[src/rtl/arcade_video_timing_if.sv]
// Video timing bus between the game core and the raster timing generator.
// The master side drives trims and pixel data; the slave side (the generator) drives timing outputs.
interface arcade_video_timing_if #(
    parameter int CW   = 9,
    parameter int RGBW = 12
);
    logic [3:0]      h_trim;
    logic [3:0]      v_trim;
    logic [RGBW-1:0] rgb_in;
    logic            pce;
    logic            pclk;
    logic [CW-1:0]   hpos;
    logic [CW-1:0]   vpos;
    logic [RGBW-1:0] rgb_out;
    logic            hblk;
    logic            vblk;
    logic            hsyn;
    logic            vsyn;
    logic            vbl_irq;
    logic            frame_odd;

    modport master (
        output h_trim, v_trim, rgb_in,
        input  pce, pclk, hpos, vpos, rgb_out, hblk, vblk, hsyn, vsyn, vbl_irq, frame_odd
    );

    modport slave (
        input  h_trim, v_trim, rgb_in,
        output pce, pclk, hpos, vpos, rgb_out, hblk, vblk, hsyn, vsyn, vbl_irq, frame_odd
    );
endinterface

[src/rtl/arcade_video_timing.sv]
// Raster timing generator: pixel-enable divider, skip-count H/V counters with one jump each,
// registered blank/sync flags, blanked RGB, VBL interrupt and frame parity.
module arcade_video_timing #(
    parameter int CLK_DIV      = 8,
    parameter int CW           = 9,
    parameter int RGBW         = 12,
    parameter int H_ACT_START  = 1,
    parameter int H_ACT_END    = 290,
    parameter int H_SYNC_START = 311,
    parameter int H_SYNC_END   = 342,
    parameter int H_JUMP_FROM  = 342,
    parameter int H_JUMP_TO    = 471,
    parameter int V_ACT_END    = 223,
    parameter int V_SYNC_START = 234,
    parameter int V_SYNC_END   = 241,
    parameter int V_JUMP_FROM  = 241,
    parameter int V_JUMP_TO    = 491
) (
    input  logic                 mclk_i,
    input  logic                 rst_i,
    arcade_video_timing_if.slave vid
);
    localparam int            DW       = (CLK_DIV > 1) ? $clog2(CLK_DIV) : 1;
    localparam logic [DW-1:0] DIV_LAST = DW'(CLK_DIV - 1);
    localparam logic [DW-1:0] DIV_HALF = DW'(CLK_DIV / 2);
    localparam logic [CW-1:0] CNT_LAST = '1;

    localparam logic [CW-1:0] HAS = CW'(H_ACT_START);
    localparam logic [CW-1:0] HAE = CW'(H_ACT_END);
    localparam logic [CW-1:0] HSS = CW'(H_SYNC_START);
    localparam logic [CW-1:0] HSE = CW'(H_SYNC_END);
    localparam logic [CW-1:0] HJF = CW'(H_JUMP_FROM);
    localparam logic [CW-1:0] HJT = CW'(H_JUMP_TO);
    localparam logic [CW-1:0] VAE = CW'(V_ACT_END);
    localparam logic [CW-1:0] VSS = CW'(V_SYNC_START);
    localparam logic [CW-1:0] VSE = CW'(V_SYNC_END);
    localparam logic [CW-1:0] VJF = CW'(V_JUMP_FROM);
    localparam logic [CW-1:0] VJT = CW'(V_JUMP_TO);

    function automatic logic [CW-1:0] sext_trim(input logic [3:0] t);
        return {{(CW-4){t[3]}}, t};
    endfunction

    logic [DW-1:0]   div_q, div_d;
    logic            pce_q, pce_d;
    logic            pclk_q, pclk_d;
    logic [CW-1:0]   hcnt_q, hcnt_d;
    logic [CW-1:0]   vcnt_q, vcnt_d;
    logic            hblk_q, hblk_d;
    logic            vblk_q, vblk_d;
    logic            hsyn_q, hsyn_d;
    logic            vsyn_q, vsyn_d;
    logic            irq_q, irq_d;
    logic            odd_q, odd_d;
    logic [3:0]      ht_q, ht_d;
    logic [3:0]      vt_q, vt_d;
    logic [RGBW-1:0] rgb_q, rgb_d;

    logic [CW-1:0]   h_sync_on, h_sync_off;
    logic [CW-1:0]   v_sync_on, v_sync_off;
    logic            line_end;
    logic            frame_start;

    // Trimmed sync positions wrap modulo 2^CW.
    assign h_sync_on   = HSS + sext_trim(ht_q);
    assign h_sync_off  = HSE + sext_trim(ht_q);
    assign v_sync_on   = VSS + sext_trim(vt_q);
    assign v_sync_off  = VSE + sext_trim(vt_q);
    assign line_end    = (hcnt_q == CNT_LAST);
    assign frame_start = line_end && (vcnt_q == CNT_LAST);

    always_comb begin
        div_d  = (div_q == DIV_LAST) ? '0 : div_q + DW'(1);
        pce_d  = (div_d == DIV_LAST);
        pclk_d = (div_d < DIV_HALF);
        hcnt_d = hcnt_q;
        vcnt_d = vcnt_q;
        hblk_d = hblk_q;
        vblk_d = vblk_q;
        hsyn_d = hsyn_q;
        vsyn_d = vsyn_q;
        irq_d  = 1'b0;
        odd_d  = odd_q;
        ht_d   = ht_q;
        vt_d   = vt_q;
        rgb_d  = rgb_q;

        if (pce_q) begin
            if (line_end)            hcnt_d = '0;
            else if (hcnt_q == HJF)  hcnt_d = HJT;
            else                     hcnt_d = hcnt_q + CW'(1);

            if (hcnt_q == HAS)       hblk_d = 1'b0;
            else if (hcnt_q == HAE)  hblk_d = 1'b1;

            // Sync release wins so a jump landing on the sync start still ends the pulse.
            if ((hcnt_q == h_sync_off) || (hcnt_q == HJF)) hsyn_d = 1'b1;
            else if (hcnt_q == h_sync_on)                  hsyn_d = 1'b0;

            rgb_d = (hblk_q || vblk_q) ? '0 : vid.rgb_in;

            if (line_end) begin
                if (vcnt_q == CNT_LAST)  vcnt_d = '0;
                else if (vcnt_q == VJF)  vcnt_d = VJT;
                else                     vcnt_d = vcnt_q + CW'(1);

                if (vcnt_q == CNT_LAST) begin
                    vblk_d = 1'b0;
                end else if (vcnt_q == VAE) begin
                    vblk_d = 1'b1;
                    irq_d  = !vblk_q;
                end

                if ((vcnt_q == v_sync_off) || (vcnt_q == VJF)) vsyn_d = 1'b1;
                else if (vcnt_q == v_sync_on)                  vsyn_d = 1'b0;
            end

            if (frame_start) begin
                ht_d  = vid.h_trim;
                vt_d  = vid.v_trim;
                odd_d = !odd_q;
            end
        end
    end

    always_ff @(posedge mclk_i or posedge rst_i) begin
        if (rst_i) begin
            div_q  <= '0;
            pce_q  <= 1'b0;
            pclk_q <= 1'b0;
            hcnt_q <= '0;
            vcnt_q <= '0;
            hblk_q <= 1'b1;
            vblk_q <= 1'b1;
            hsyn_q <= 1'b1;
            vsyn_q <= 1'b1;
            irq_q  <= 1'b0;
            odd_q  <= 1'b0;
            ht_q   <= '0;
            vt_q   <= '0;
            rgb_q  <= '0;
        end else begin
            div_q  <= div_d;
            pce_q  <= pce_d;
            pclk_q <= pclk_d;
            hcnt_q <= hcnt_d;
            vcnt_q <= vcnt_d;
            hblk_q <= hblk_d;
            vblk_q <= vblk_d;
            hsyn_q <= hsyn_d;
            vsyn_q <= vsyn_d;
            irq_q  <= irq_d;
            odd_q  <= odd_d;
            ht_q   <= ht_d;
            vt_q   <= vt_d;
            rgb_q  <= rgb_d;
        end
    end

    assign vid.pce       = pce_q;
    assign vid.pclk      = pclk_q;
    assign vid.hpos      = hcnt_q;
    assign vid.vpos      = vcnt_q;
    assign vid.rgb_out   = rgb_q;
    assign vid.hblk      = hblk_q;
    assign vid.vblk      = vblk_q;
    assign vid.hsyn      = hsyn_q;
    assign vid.vsyn      = vsyn_q;
    assign vid.vbl_irq   = irq_q;
    assign vid.frame_odd = odd_q;
endmodule

[src/flat_wrapper.sv]
// flat-port wrapper written by rule: the top's interface ports become plain ports
module arcade_video_timing_flat 
#(
    parameter int CLK_DIV      = 8,
    parameter int CW           = 9,
    parameter int RGBW         = 12,
    parameter int H_ACT_START  = 1,
    parameter int H_ACT_END    = 290,
    parameter int H_SYNC_START = 311,
    parameter int H_SYNC_END   = 342,
    parameter int H_JUMP_FROM  = 342,
    parameter int H_JUMP_TO    = 471,
    parameter int V_ACT_END    = 223,
    parameter int V_SYNC_START = 234,
    parameter int V_SYNC_END   = 241,
    parameter int V_JUMP_FROM  = 241,
    parameter int V_JUMP_TO    = 491
)
  (mclk_i, rst_i, vid_h_trim, vid_v_trim, vid_rgb_in, vid_pce, vid_pclk, vid_hpos, vid_vpos, vid_rgb_out, vid_hblk, vid_vblk, vid_hsyn, vid_vsyn, vid_vbl_irq, vid_frame_odd);
  arcade_video_timing_if #(.CW(CW), .RGBW(RGBW)) vid_i ();
  input  logic mclk_i;
  input  logic rst_i;
  input wire logic [$bits(vid_i.h_trim)-1:0] vid_h_trim;
  input wire logic [$bits(vid_i.v_trim)-1:0] vid_v_trim;
  input wire logic [$bits(vid_i.rgb_in)-1:0] vid_rgb_in;
  output wire logic [$bits(vid_i.pce)-1:0] vid_pce;
  output wire logic [$bits(vid_i.pclk)-1:0] vid_pclk;
  output wire logic [$bits(vid_i.hpos)-1:0] vid_hpos;
  output wire logic [$bits(vid_i.vpos)-1:0] vid_vpos;
  output wire logic [$bits(vid_i.rgb_out)-1:0] vid_rgb_out;
  output wire logic [$bits(vid_i.hblk)-1:0] vid_hblk;
  output wire logic [$bits(vid_i.vblk)-1:0] vid_vblk;
  output wire logic [$bits(vid_i.hsyn)-1:0] vid_hsyn;
  output wire logic [$bits(vid_i.vsyn)-1:0] vid_vsyn;
  output wire logic [$bits(vid_i.vbl_irq)-1:0] vid_vbl_irq;
  output wire logic [$bits(vid_i.frame_odd)-1:0] vid_frame_odd;
  assign vid_i.h_trim = vid_h_trim;
  assign vid_i.v_trim = vid_v_trim;
  assign vid_i.rgb_in = vid_rgb_in;
  assign vid_pce = vid_i.pce;
  assign vid_pclk = vid_i.pclk;
  assign vid_hpos = vid_i.hpos;
  assign vid_vpos = vid_i.vpos;
  assign vid_rgb_out = vid_i.rgb_out;
  assign vid_hblk = vid_i.hblk;
  assign vid_vblk = vid_i.vblk;
  assign vid_hsyn = vid_i.hsyn;
  assign vid_vsyn = vid_i.vsyn;
  assign vid_vbl_irq = vid_i.vbl_irq;
  assign vid_frame_odd = vid_i.frame_odd;
  arcade_video_timing #(.CLK_DIV(CLK_DIV), .CW(CW), .RGBW(RGBW), .H_ACT_START(H_ACT_START), .H_ACT_END(H_ACT_END), .H_SYNC_START(H_SYNC_START), .H_SYNC_END(H_SYNC_END), .H_JUMP_FROM(H_JUMP_FROM), .H_JUMP_TO(H_JUMP_TO), .V_ACT_END(V_ACT_END), .V_SYNC_START(V_SYNC_START), .V_SYNC_END(V_SYNC_END), .V_JUMP_FROM(V_JUMP_FROM), .V_JUMP_TO(V_JUMP_TO)) u_core (.mclk_i(mclk_i), .rst_i(rst_i), .vid(vid_i));
endmodule
[config.mk]
export PLATFORM = sky130hd
export DESIGN_NAME = arcade_video_timing_flat
export DESIGN_NICKNAME = d
export VERILOG_FILES = /design/src/rtl/arcade_video_timing_if.sv /design/src/rtl/arcade_video_timing.sv /design/src/flat_wrapper.sv
export SDC_FILE = /design/constraint.sdc
export NUM_CORES = 1
export LEC_CHECK = 0
export BUFFER_PORTS_ARGS = -buffer_cell sky130_fd_sc_hd__clkbuf_2
export CORE_MARGIN = 5
export CORE_UTILIZATION = 54
export DETAILED_ROUTE_END_ITERATION = 6
export PLACE_DENSITY = 0.79
export SLEW_MARGIN = 10
export SYNTH_ARGS = -nofsm -noshare
export SYNTH_HDL_FRONTEND = slang
export SYNTH_SLANG_ARGS = --single-unit
[constraint.sdc]
create_clock -name mclk_i -period 2.93 [get_ports mclk_i]
set_clock_uncertainty 0.1 [all_clocks]
set_input_delay 0.1465 -clock mclk_i [delete_from_list [all_inputs] [get_ports mclk_i]]
set_output_delay 0.1465 -clock mclk_i [all_outputs]
set_load 0.02 [all_outputs]
# Yosys cells after proc, flatten, opt, wreduce, memory -nomap -nowiden
# Cells that the tools add are included.
[op_classes]
add_sub_neg = 7
magnitude_cmp = 1
eq_ne = 13
n_mux = 18
reduce_logical = 16
[ops]
columns = ["cell", "count"]
rows = [
  ["9-bit equality test", 4],
  ["9-bit equality test (second input constant)", 4],
  ["9-bit 2-to-1 mux", 4],
  ["8-bit by 9-bit adder with 9-bit output (first input constant)", 2],
  ["9-bit by 1-bit adder with 9-bit output (second input constant)", 2],
  ["9-bit adder (first input constant)", 2],
  ["9-bit by 8-bit equality test with 1-bit output (second input constant)", 2],
  ["1-bit 2-to-1 mux", 12],
  ["12-bit 2-to-1 mux", 1],
  ["9-bit by 1-bit equality test with 1-bit output (second input constant)", 1],
  ["2-bit AND reduction", 4],
  ["2-bit nonzero test", 4],
  ["3-bit equality test (second input constant)", 2],
  ["3-bit AND reduction", 2],
  ["3-bit by 1-bit adder with 3-bit output (second input constant)", 1],
  ["1-bit logical OR", 3],
  ["3-bit less-than comparator (second input constant)", 1],
  ["3-bit 2-to-1 mux", 1],
  ["1-bit zero test", 2],
  ["1-bit logical AND", 1],
]
[totals]
register_bits = 49
inputBits = 22
out_inout_bits = 38
elab_cells = 69

# Depth between registers and ports, before layout
# Gate-level depths: netlist (run 1).
[logic_depth]
word_depth = 5
mapped_depth = 9
mapped_depth_nobuf = 8

# Least setup slack after synthesis (run 1)
# No wires, ideal clock.
[synth_path]
path_kind = "flip-flop to flip-flop"
startpoint = "register u_core.hcnt_q[4] (netlist: u_core.vid.hpos[4])"
endpoint = "register u_core.vsyn_q (netlist: u_core.vid.vsyn)"
setup_ns = 0.093
t_arrival_ns = 2.210
t_required_ns = 2.737
slack_ns = 0.527
path_stages_with_launch = 9
n_path_buf = 1
period_less_slack_ns = 2.403
cell_sequence = "dfrtp_1 clkbuf_1 nand4_1 nor2_1 ha_1 nand2_1 or4_1 o41ai_1 o31ai_1"
[synth_via]
elab_chain_cells = 2
[synth_rtl]
columns = ["element", "line_no", "text"]
rows = [
  ["from (decl)", "arcade_video_timing.sv:47", "logic [CW-1:0] hcnt_q, hcnt_d;"],
  ["from (signal assigned)", "arcade_video_timing.sv:146", "hcnt_q <= hcnt_d;"],
  ["9-bit equality test", "arcade_video_timing.sv:69", "assign line_end = (hcnt_q == CNT_LAST);"],
  ["3-bit AND reduction (no source line)", "-", ""],
  ["to (signal assigned)", "arcade_video_timing.sv:151", "vsyn_q <= vsyn_d;"],
  ["to (decl)", "arcade_video_timing.sv:52", "logic vsyn_q, vsyn_d;"],
]
# Every way passes these cells.
# A chain may end at the register's enable or synchronous reset.

# Worst setup path in the final report (run 1)
[layout_path]
startpoint = "register u_core.hcnt_q[1] (netlist: u_core.vid.hpos[1])"
endpoint = "register u_core.ht_q[3]"
[layout_via]
elab_chain_cells = 3
[layout_rtl]
columns = ["element", "line_no", "text"]
rows = [
  ["9-bit equality test", "arcade_video_timing.sv:69", ""],
  ["1-bit logical AND", "arcade_video_timing.sv:70", "assign frame_start = line_end && (vcnt_q == CNT_LAST);"],
  ["2-bit AND reduction (no source line)", "-", ""],
  ["to (signal assigned)", "arcade_video_timing.sv:154", "ht_q <= ht_d;"],
  ["to (decl)", "arcade_video_timing.sv:55", "logic [3:0] ht_q, ht_d;"],
]
# Every way passes these cells.

==> out/results.env, run 1 <==
MAXCAPVIOLATIONS=0
DRV_SLEW=0
ANTENNA_FOUND_INITIAL=0
CRIT_PATH_CELL_TRACE='ha_1 > nand3_1 > nor2_1 > ha_1 > buf_4 > and2_1 > nand2_1 > mux2_2'
FINALWIRELENGTH_MM=6.54
FINAL_CRITICAL_PATH_SETUP_SLACK_NS=0.355
YOSYS.AREA.TOP_TYPE='dfrtp_1'
POST-ROUTE-DRC-COUNT=0
CP.BUFFERS_INVERTERS=1
CRITICAL-PATH-SLOWEST-CELL='dfrtp_1'
INSERTION_DELAY_NS=0.30
FINAL_NET_COUNT=410
AVGVIACOUNTPERCELL=5.38
POST_SYNTHESIS_INSTANCE_AREA_UM2=2760
SYNTHTOPCELLSBYCOUNT='dfrtp_1 (45), nand2_1 (33), inv_1 (25)'
TIMING.SETUP.CRITICAL_PATH_CLASS='reg -> reg'
YS.WARNINGS.COUNT=0
SYNTH_EDF_COUNT=0
DETAILEDROUTE.FIRSTPASSITERATIONCOUNT=4
HTREE_NUM_LEVELS=2
MAX_SLEW.WORST_PIN.SLEW_NS=0.995
SYNTHARSTFLOPSHARE_PCT=100
WORST-ENDPOINT-REQUIRED_NS=3.02
GRT_MAX_DEGREE=50
SYNTH_TOP_FLOP_CELL='dfrtp_1'
IO_BUFFER_COUNT=59
FINALSETUPTNS_NS=0
SYNTH-SEQ-CELLS=49
POST-SYNTH-TOP-AREA-FRACTION_PCT=40.9
FIRST_PASS_GRT_WIRE_LENGTH_MM=11.4
POST_ROUTE_CELLS_DRIVE_ABOVE_1_SHARE_PCT=24.7
YOSYS-TOP-CELLS-AREA='dfrtp_1 (41%), ha_1 (7.3%), nand2_1 (4.5%)'
WORST_SLEW_MARGIN_REL_PCT=33.6
SYNTH_CELLS=293
YOSYSMOSTFREQUENTCELL='dfrtp_1'
FINAL.PERIOD_UTILIZATION_PCT=87.9
FAILED_CHECKS='negative hold slack'
NUMBER_OF_NETS_PRODUCED_BY_SYNTHESIS=331
POWER.DENSITY_CELL_AREA_nW_PER_UM2=364
CLOCK_TREE_FROM_TRITONCTS='yes'
DRT_ITER0_MARKERS=165
DIE_WIDTH_UM=81.4
RUN_STATUS='complete, but fails checks'
OVERALL_POWER_CONSUMPTION_mW=1.25
CP_MAX_FO=9
TIMING.CRITICAL_PATH.MODE_CELL='ha_1'
NETLIST-CELL-TYPE-COUNT=49
POST-PLACE-WS_NS=0.381
SYNTH_SEQUENTIAL_AREA_RATIO_PCT=44.7
CTS_BUFFER_DEPTH=2
DETAILEDPLACEMENTHPWL_MM=4.44
HOLDWS_NS=-0.0379
TOP_LEVEL_PORTS=60
ROWS=26
CLK_ROOT_BUFFER_CELL='clkbuf_8'
NUM_VIAS=2385
REPORT.FINAL.SETUP_VIOL=0
FLOORPLAN.DIE_AREA_UM2=6630
CLOCK-SINKS=49
DRT.ANTENNA.VIOLATING_NETS=0
SYNTH.AVG_CELL_AREA_UM2=9.40
N_ANTENNA_CELL=0
NUMBER_OF_GLOBAL_ROUTE_VIAS_BEFORE_REPAIR=2460
CRITICAL_PATH.STARTPOINT_TYPE='register'
CPPEAKSTAGEDELAY_NS=0.52
HOLD_VIOL_FINAL=45
RSZ0062_AT_GRT='no'
DIE_HEIGHT_UM=81.4
CORE_AREA_UM2=5040
AVGROUTEDWIREPERCELL_UM=14.8
CP_TOP_FAMILY='simple AND/OR/NAND/NOR gates'
TRITONCTS.NUM_BUFFERS=5
WORST_SETUP_HOLD_PATH_CLK_SLEW_NS=0.09
GRT_USAGE_PCT=21.8
PERIOD_MINUS_SLACK_NS=2.58
GLOBAL_ROUTE.OVERFLOW_TOTAL=0
ARRIVAL_NS=2.67
FMAX_GHz=0.388
GP_ROUTABILITY_CONGESTION=0.928
WORSTSETUPENDPOINTTYPE='register'
AREA_GROWTH_PCT=24.8
HP-CLASS='in -> async'
START_UTIL_PCT=54.6
P_LEAK_nW=1.71
IRDROPWORSTVDD_mV=0.279
[sequential cells by signal, indices dropped and copies added, names as in the netlist]
signal	count
u_core.vid.rgb_out	12
u_core.ht_q	4
u_core.vt_q	4
u_core.vid.vsyn	1
u_core.vid.vpos	9
u_core.div_q	3
u_core.vid.hsyn	1
u_core.vid.hpos	9
u_core.vid.hblk	1
u_core.vid.pce	1
u_core.vid.frame_odd	1
u_core.vid.vblk	1
u_core.vid.vbl_irq	1
u_core.vid.pclk	1
[metrics by stage]
step	instance area (µm²)	hold slack [ns]	instances	utilization (%)
2_1_floorplan	2760	0.163	293	-
3_3_place_gp	3140	0.248	415	62.2
3_5_place_dp	3140	0.259	415	62.2
4_1_cts	3440	0.00251	443	68.2
5_1_grt	3440	0.0761	443	68.2
6_report	3440	-0.0379	443	68.2
[layer usage]
metal	share of wire, %	vias to the layer above	GRT usage [%]
li1	-	1169	-
met1	44	1136	27.7
met2	50	69	37.8
met3	4.2	11	4.28
met4	1.5	0	6.08
met5	0	-	0
[cell families (layout without fill, tap and decap cells)]
logic type      after synthesis  in the layout  synth area share [%]
compound gates               63             63                  13.9
mux                          10             10                  4.04
xor+xnor                     20             20                  6.36
fa+ha+maj                    16             16                  7.27
buf+inv                      41            121                  5.90
simple gates                 94             94                  17.8
flops                        49             49                  44.7
[worst paths after layout]
| path | cells past startpoint | start | slack [ns] | end |
|---|---|---|---|---|
| max | 8 | u_core.vid.hpos[1]$_DFFE_PP0P_ | 0.35 | u_core.ht_q[3]$_DFFE_PP0P_ |
| min | 2 | rst_i | -0.04 | u_core.vid.vpos[2]$_DFFE_PP0P_ |
| max reg2reg | 8 | u_core.vid.hpos[1]$_DFFE_PP0P_ | 0.35 | u_core.ht_q[3]$_DFFE_PP0P_ |
| min reg2reg | 1 | u_core.div_q[0]$_DFF_PP0_ | 0.36 | u_core.div_q[0]$_DFF_PP0_ |
| max in group asynchronous | 2 | rst_i | 2.16 | u_core.vid.pce$_DFF_PP0_ |
| min in group mclk_i | 1 | u_core.div_q[0]$_DFF_PP0_ | 0.36 | u_core.div_q[0]$_DFF_PP0_ |
[where the power goes]
part / internal [mW] / leakage [nW] / switching, mW / total [mW]
combinational: 0.0571 / 1.05 / 0.0574 / 0.114
clock: 0.214 / 0.0542 / 0.219 / 0.433
sequential: 0.690 / 0.604 / 0.0134 / 0.703
[cell usage in the layout, fill, tap and decap left out, types with 10 or more instances in the layout]
cell,n
dlygate4sd3_1,20
xnor2_1,11
inv_1,24
a21oi_1,13
clkbuf_2,59
ha_1,16
nand2_1,33
dfrtp_1,45
o21ai_0,21
nor2_1,10
[cell type report]
class,count,area [µm²]
multi-input cells,203,1360
repair buffers,88,563
clock inverters,1,5.00
well taps,70,87.6
clock buffers,7,96.3
fillers,408,1600
inverters,25,93.8
flip-flops and latches,49,1230
[worst reg2reg max path: stages (launching register included)]
cell and delay, ns:
dfrtp_1 0.52, ha_1 0.27, nand3_1 0.10, nor2_1 0.11, ha_1 0.32, buf_4 0.19, and2_1 0.22, nand2_1 0.28
mux2_2 0.36
[timing repair]
item                                   in CTS  in global routing
endpoints found under the hold margin      20                  0
hold buffers                               20                  0
resized for setup                           0                  0
setup buffers                               0                  0
Power figures use the tool's default switching activity.
==> inputs of run 2 (changes only) <==
--- a/config.mk
+++ b/config.mk
@@ -5,8 +5,8 @@
 export SDC_FILE = /design/constraint.sdc
 export NUM_CORES = 1
 export LEC_CHECK = 0
+export ABC_AREA = 0
 export BUFFER_PORTS_ARGS = -buffer_cell sky130_fd_sc_hd__clkbuf_2
-export CORE_MARGIN = 5
 export CORE_UTILIZATION = 54
 export DETAILED_ROUTE_END_ITERATION = 6
 export PLACE_DENSITY = 0.79
==> constraint.sdc (replaced) <==
create_clock -name mclk_i -period 2.5 [get_ports mclk_i]
set_clock_uncertainty 0.1 [all_clocks]
set_input_delay 0.125 -clock mclk_i [delete_from_list [all_inputs] [get_ports mclk_i]]
set_output_delay 0.125 -clock mclk_i [all_outputs]
set_load 0.02 [all_outputs]
==> run 2 against run 1 <==
The run now ends clean. Critical path depth grew 1. First-iteration DRC count shrank 30%. Sequential power grew 17%. Sequential cell count is the same. Combinational power grew 20%. Register-to-register slack lost 0.15 ns. Design area grew 0.87%. Non-clock buffer count grew 5. Worst hold slack gained 0.41 ns. Clock-buffer cell count shrank 2. Global-route usage grew 5.2 points. Largest power group unchanged.
==> out/results.env, run 2 (synthesized netlist as in run 1, its figures left out) <==
TIMING.SETUP.CRITICAL_PATH_CLASS='reg -> reg'
ANTENNA_FOUND_INITIAL=0  # unchanged
SETUP.REG_TO_REG.WORST_SLACK_NS=0.21  # -0.15 ns
R2R-END='u_core.vid.vpos[4]$_DFFE_PP0P_'
FINAL_CRITICAL_PATH_SETUP_SLACK_NS=0.207  # -0.148 ns
GLOBAL_ROUTE.OVERFLOW_TOTAL=0  # unchanged
CTS_RESIZED=0  # unchanged
MOSTFREQUENTLAYOUTCELL='clkbuf_2'
DRT.ANTENNA.VIOLATING_NETS=0  # unchanged
GRT_USAGE_PCT=27.1  # +5.2 points
NUMBER_OF_GLOBAL_ROUTE_VIAS_BEFORE_REPAIR=2348  # -4.6%
DRT_ITER0_MARKERS=115  # -30%
IO_BUFFER_COUNT=59  # unchanged
DIE_WIDTH_UM=73.4  # -9.8%
PLACE_INST=416  # +0.24%
OVERALL_POWER_CONSUMPTION_mW=1.45  # +16%
AREA_GROWTH_PCT=25.9
FINALWIRELENGTH_MM=6.66  # +1.8%
CLOCK-SINKS=49  # unchanged
WORSTSETUPENDPOINTTYPE='register'
CRITICAL_PATH.STARTPOINT_TYPE='register'
FMAX_GHz=0.436  # +12%
HOLD_END='u_core.div_q[0]$_DFF_PP0_'
WORST_SETUP_HOLD_PATH_CLK_SLEW_NS=0.09  # about the same
POST-ROUTE-DRC-COUNT=0  # unchanged
POST-PLACE-WS_NS=0.254  # -0.126 ns
CTS_BUFFER_DEPTH=2  # unchanged
FINAL_CELLS=445  # +0.45%
GP_ROUTABILITY_CONGESTION=0.843  # -9.1%
START_UTIL_PCT=57.2  # +2.6 points
LARGEST_REGISTER_FFS=12  # unchanged
CORE_AREA_UM2=4820  # -4.5%
POST_ROUTE_CELLS_DRIVE_ABOVE_1_SHARE_PCT=25.4  # +0.73 points
AVGROUTEDWIREPERCELL_UM=15.0  # +1.4%
FIRST_PASS_GRT_WIRE_LENGTH_MM=10.9  # -4.3%
INSERTION_DELAY_NS=0.31  # about the same
GRT_MAX_DEGREE=50  # unchanged
CLOCK_TREE_FROM_TRITONCTS='yes'
IRDROPWORSTVDD_mV=0.343  # +23%
HOLD_VIOL_FINAL=0  # -100%
TOP_LEVEL_PORTS=60  # unchanged
DETAILEDROUTE.FIRSTPASSITERATIONCOUNT=4  # unchanged
WORST_SLEW_MARGIN_REL_PCT=59.2  # +26 points
MOSTFREQUENTLAYOUTCELLS='clkbuf_2 (59), dfrtp_1 (45), nand2_1 (33), inv_1 (24)'
HTREE_NUM_LEVELS=2  # unchanged
POWER.DENSITY_CELL_AREA_nW_PER_UM2=417  # +15%
N_ANTENNA_CELL=0  # unchanged
POST_CTS_SETUP_REPAIR_BUFS=0  # unchanged
WORST-ENDPOINT-REQUIRED_NS=2.64  # -0.38 ns
MAX_SLEW.WORST_PIN.SLEW_NS=0.612  # -0.383 ns
DRV_SLEW=0  # unchanged
NUM_VIAS=2409  # +1.0%
HOLD_START='u_core.div_q[0]$_DFF_PP0_'
CLK_ROOT_BUFFER_CELL='clkbuf_8'
FINAL_NET_COUNT=415  # +1.2%
FLOORPLAN.DIE_AREA_UM2=5390  # -19%
ARRIVAL_NS=2.44  # -0.23 ns
FINAL.PERIOD_UTILIZATION_PCT=91.7  # +3.8 points
PERIOD_MINUS_SLACK_NS=2.29  # -0.282 ns
ROWS=25  # -3.8%
P_LEAK_nW=1.73  # +1.1%
CP_MAX_FO=13  # +4
MAXCAPVIOLATIONS=0  # unchanged
R2R-START='u_core.vid.vpos[0]$_DFFE_PP0P_'
RUN_STATUS='completed'
RR_WORST_DEPTH=9  # +1
REPORT.FINAL.SETUP_VIOL=0  # unchanged
DETAILEDPLACEMENTHPWL_MM=4.28  # -3.5%
DIE_HEIGHT_UM=73.4  # -9.8%
MIN_PATH_CELLS=1
HP-CLASS='reg -> reg'
FINALSETUPTNS_NS=0  # unchanged
RSZ0062_AT_GRT='no'
TRITONCTS.NUM_BUFFERS=5  # unchanged
AVGVIACOUNTPERCELL=5.41  # +0.55%
==> run 2: cell count changes in the layout (fill, tap and decap cells not counted), sizes merged <==
| cell | before | now |
|---|---|---|
| buf | 9 | 13 |
| clkbuf | 66 | 64 |
| clkinv | 1 | 2 |
| dlygate4sd3 | 20 | 21 |
| inv | 25 | 26 |
==> run 2: metrics by stage <==
step                hold WS, ns  utilization, %  area (µm²)
floorplan                 0.142               -        2760
global placement          0.201            65.7        3160
detailed placement        0.206            65.7        3160
CTS                       0.376            72.0        3470
global route              0.397            72.0        3470
finish                    0.376            72.0        3470
==> run 2: power by group <==
part           switching, mW  leakage (nW)  total (mW)  internal [mW]
logic                 0.0682          1.07       0.137         0.0688
registers             0.0156         0.604       0.824          0.809
clock network          0.282        0.0487       0.487          0.204
==> run 2: what timing repair did <==
action	in CTS	in global routing
hold buffers	21	0
endpoints found under the setup margin	0	0
endpoints found under the hold margin	65	0
==> run 2: cell type report <==
cell class | instances | area (µm²)
multi-input combinational | 203 | 1360
inverter | 25 | 93.8
clock inverter | 3 | 26.3
fill | 381 | 1350
tap | 67 | 83.8
clock buffer | 5 | 68.8
timing repair buffer | 93 | 603
sequential | 49 | 1230
==> run 2: critical path, stage by stage (launching register included) <==
cell      delay, ns
dfrtp_1        0.47
ha_1           0.26
and3_1         0.24
nand2_1        0.09
nor2_1         0.05
ha_1           0.20
buf_4          0.18
nand2b_1       0.19
nor4b_1        0.31
a21o_1         0.13
==> run 2: worst max-delay path by stage <==
stage,start,endpoint,slack [ns],cells past startpoint
2_1_floorplan,u_core.vid.hpos[4]$_DFFE_PP0P_,u_core.vid.vsyn$_DFFE_PP1P_,0.1,8
3_3_place_gp,u_core.vid.vpos[0]$_DFFE_PP0P_,u_core.vid.vpos[4]$_DFFE_PP0P_,0.37,9
3_5_place_dp,u_core.vid.vpos[0]$_DFFE_PP0P_,u_core.vid.vpos[4]$_DFFE_PP0P_,0.25,9
4_1_cts,u_core.vid.vpos[0]$_DFFE_PP0P_,u_core.vid.vpos[4]$_DFFE_PP0P_,0.23,9
5_1_grt,u_core.vid.vpos[0]$_DFFE_PP0P_,u_core.vid.vpos[4]$_DFFE_PP0P_,0.08,9
6_report,u_core.vid.vpos[0]$_DFFE_PP0P_,u_core.vid.vpos[4]$_DFFE_PP0P_,0.21,9
==> run 2: per-layer routing <==
layer | up-vias | GRT usage (%) | part of all wire [%]
met5 | - | 0 | 0
met4 | 0 | 7.26 | 0.86
met3 | 6 | 5.35 | 4.6
met2 | 81 | 46.1 | 50
met1 | 1133 | 35.4 | 44
li1 | 1189 | - | -
==> inputs of run 3 (changes only) <==
--- a/config.mk
+++ b/config.mk
@@ -7,9 +7,8 @@
 export LEC_CHECK = 0
 export ABC_AREA = 0
 export BUFFER_PORTS_ARGS = -buffer_cell sky130_fd_sc_hd__clkbuf_2
-export CORE_UTILIZATION = 54
+export CORE_UTILIZATION = 28
 export DETAILED_ROUTE_END_ITERATION = 6
-export PLACE_DENSITY = 0.79
 export SLEW_MARGIN = 10
 export SYNTH_ARGS = -nofsm -noshare
 export SYNTH_HDL_FRONTEND = slang
==> run 3 against run 2 <==
Critical path depth decreased by 1. Non-clock buffer count increased by 2. Clock power decreased by 3%. Highest routed layer unchanged.
==> out/results.env, run 3 (synthesized netlist as in run 1, its figures left out) <==
RUN_STATUS='completed'
PLACE_INST=480  # +15%
FIRST_PASS_GRT_WIRE_LENGTH_MM=11.6  # +6.4%
ARRIVAL_NS=2.26  # -0.18 ns
GLOBAL_ROUTE.OVERFLOW_TOTAL=0  # unchanged
AVGVIACOUNTPERCELL=4.73  # -13%
FINALWIRELENGTH_MM=6.90  # +3.6%
CP_MAX_FO=4  # -9
FLOORPLAN.DIE_AREA_UM2=10200  # +90%
HP-CLASS='in -> async'
IO_BUFFER_COUNT=59  # unchanged
POST_CTS_SETUP_REPAIR_BUFS=0  # unchanged
CTS_BUFFER_DEPTH=2  # unchanged
CRITICAL_PATH.STARTPOINT_TYPE='register'
FINAL.PERIOD_UTILIZATION_PCT=85.6  # -6.1 points
DRV_SLEW=0  # unchanged
POST_ROUTE_CELLS_DRIVE_ABOVE_1_SHARE_PCT=25.0  # -0.40 points
GP_ROUTABILITY_CONGESTION=0.790  # -6.3%
FINALSETUPTNS_NS=0  # unchanged
ANTENNA_FOUND_INITIAL=0  # unchanged
REPORT.FINAL.SETUP_VIOL=0  # unchanged
HOLD_VIOL_FINAL=0  # unchanged
FILLERS=970  # +150%
DRT_ITER0_MARKERS=126  # +9.6%
GRT_USAGE_PCT=14.5  # -13 points
FINAL_CELLS=509  # +14%
AREA_GROWTH_PCT=28.7
NUMBER_OF_GLOBAL_ROUTE_VIAS_BEFORE_REPAIR=2392  # +1.9%
PERIOD_MINUS_SLACK_NS=2.14  # -0.152 ns
WORST_SLEW_MARGIN_REL_PCT=65.8  # +6.7 points
INSERTION_DELAY_NS=0.30  # about the same
CLOCK_TREE_FROM_TRITONCTS='yes'
ROWS=35  # +40%
START_UTIL_PCT=29.4  # -28 points
RSZ0062_AT_GRT='no'
DIE_WIDTH_UM=101  # +38%
DETAILEDPLACEMENTHPWL_MM=4.80  # +12%
CLOCK-SINKS=49  # unchanged
TIMING.SETUP.CRITICAL_PATH_CLASS='reg -> reg'
WORST-ENDPOINT-REQUIRED_NS=2.62  # -0.02 ns
LAYOUT.CELL_AREA.NON_FILLER_UM2=3550  # +2.2%
POST-PLACE-WS_NS=0.382  # +0.128 ns
P_LEAK_nW=1.73  # about the same
MOSTFREQUENTLAYOUTCELL='clkbuf_2'
DETAILEDROUTE.FIRSTPASSITERATIONCOUNT=4  # unchanged
MAX_SLEW.WORST_PIN.SLEW_NS=0.505  # -0.107 ns
CRIT_PATH_START='u_core.vid.hpos[0]$_DFFE_PP0P_'
AVGROUTEDWIREPERCELL_UM=13.6  # -9.4%
TRITONCTS.NUM_BUFFERS=5  # unchanged
CORE_AREA_UM2=9370  # +95%
SETUP.REG_TO_REG.WORST_SLACK_NS=0.36  # +0.15 ns
DIE_HEIGHT_UM=101  # +38%
FINAL_CRITICAL_PATH_SETUP_SLACK_NS=0.359  # +0.152 ns
POST-ROUTE-DRC-COUNT=0  # unchanged
IRDROPWORSTVDD_mV=0.190  # -45%
WORSTSETUPENDPOINTTYPE='register'
MAXCAPVIOLATIONS=0  # unchanged
POWER.DENSITY_CELL_AREA_nW_PER_UM2=404  # -3.3%
FMAX_GHz=0.467  # +7.1%
OVERALL_POWER_CONSUMPTION_mW=1.43  # -1.1%
LARGEST_REGISTER_FFS=12  # unchanged
TOP_LEVEL_PORTS=60  # unchanged
FINAL_UTIL_PCT=37.8  # -34 points
R2R-START='u_core.vid.hpos[0]$_DFFE_PP0P_'
HTREE_NUM_LEVELS=2  # unchanged
NUM_VIAS=2407  # -0.083%
N_ANTENNA_CELL=0  # unchanged
CLK_ROOT_BUFFER_CELL='clkbuf_8'
MOSTFREQUENTLAYOUTCELLS='clkbuf_2 (59), dfrtp_1 (45), nand2_1 (33), inv_1 (24)'
FINAL_NET_COUNT=417  # +0.48%
DRT.ANTENNA.VIOLATING_NETS=0  # unchanged
STANDARD_CELL_AREA_AFTER_DETAILED_PLACEMENT_UM2=3260  # +2.9%
WORST_SETUP_HOLD_PATH_CLK_SLEW_NS=0.10  # about the same
GRT_MAX_DEGREE=34  # -32%
HOLDWS_NS=0.269  # -0.107 ns
## run 3: final cells by class
cell class | instances | area [µm²] | share of cell area (%)
clock buffer | 8 | 80.1 | 2.26
tap | 129 | 161 | 4.55
timing repair buffer | 95 | 618 | 17.4
sequential | 49 | 1230 | 34.7
inverter | 25 | 93.8 | 2.65
multi-input combinational | 203 | 1360 | 38.4
## run 3: critical path, cell delays in order (launching register included)
cell,delay (ns)
dfrtp_1,0.36
ha_1,0.20
nand3_1,0.10
nor2_1,0.11
ha_1,0.19
nand2_1,0.08
or4_1,0.54
o41ai_1,0.26
o31ai_1,0.12
## run 3: worst paths after layout
path | end | depth (start not counted)
worst max-delay path | u_core.vid.vsyn$_DFFE_PP1P_ | 8
worst min-delay path | u_core.vid.vpos[3]$_DFFE_PP0P_ | 3
worst max register to register | u_core.vid.vsyn$_DFFE_PP1P_ | 8
worst min register to register | u_core.div_q[0]$_DFF_PP0_ | 1
max in group asynchronous | u_core.vid.vblk$_DFFE_PP1P_ | 4
min in group mclk_i | u_core.div_q[0]$_DFF_PP0_ | 1
## run 3: metal layers
layer | share of wire (%) | up-vias | track usage (%)
met2 | 48 | 61 | 24.8
met5 | 0 | - | 0
met3 | 4.2 | 7 | 2.97
li1 | - | 1187 | -
met4 | 0.97 | 0 | 4.01
met1 | 47 | 1152 | 18.6
## run 3: repair_timing
action	4_1_cts	5_1_grt
gates resized for setup	0	0
hold buffers	21	0
hold endpoints to repair	40	0
## run 3: report_power, final
group          internal, mW  switching, mW
clock                 0.200          0.272
combinational        0.0698         0.0669
sequential            0.809         0.0151
total                  1.08          0.353
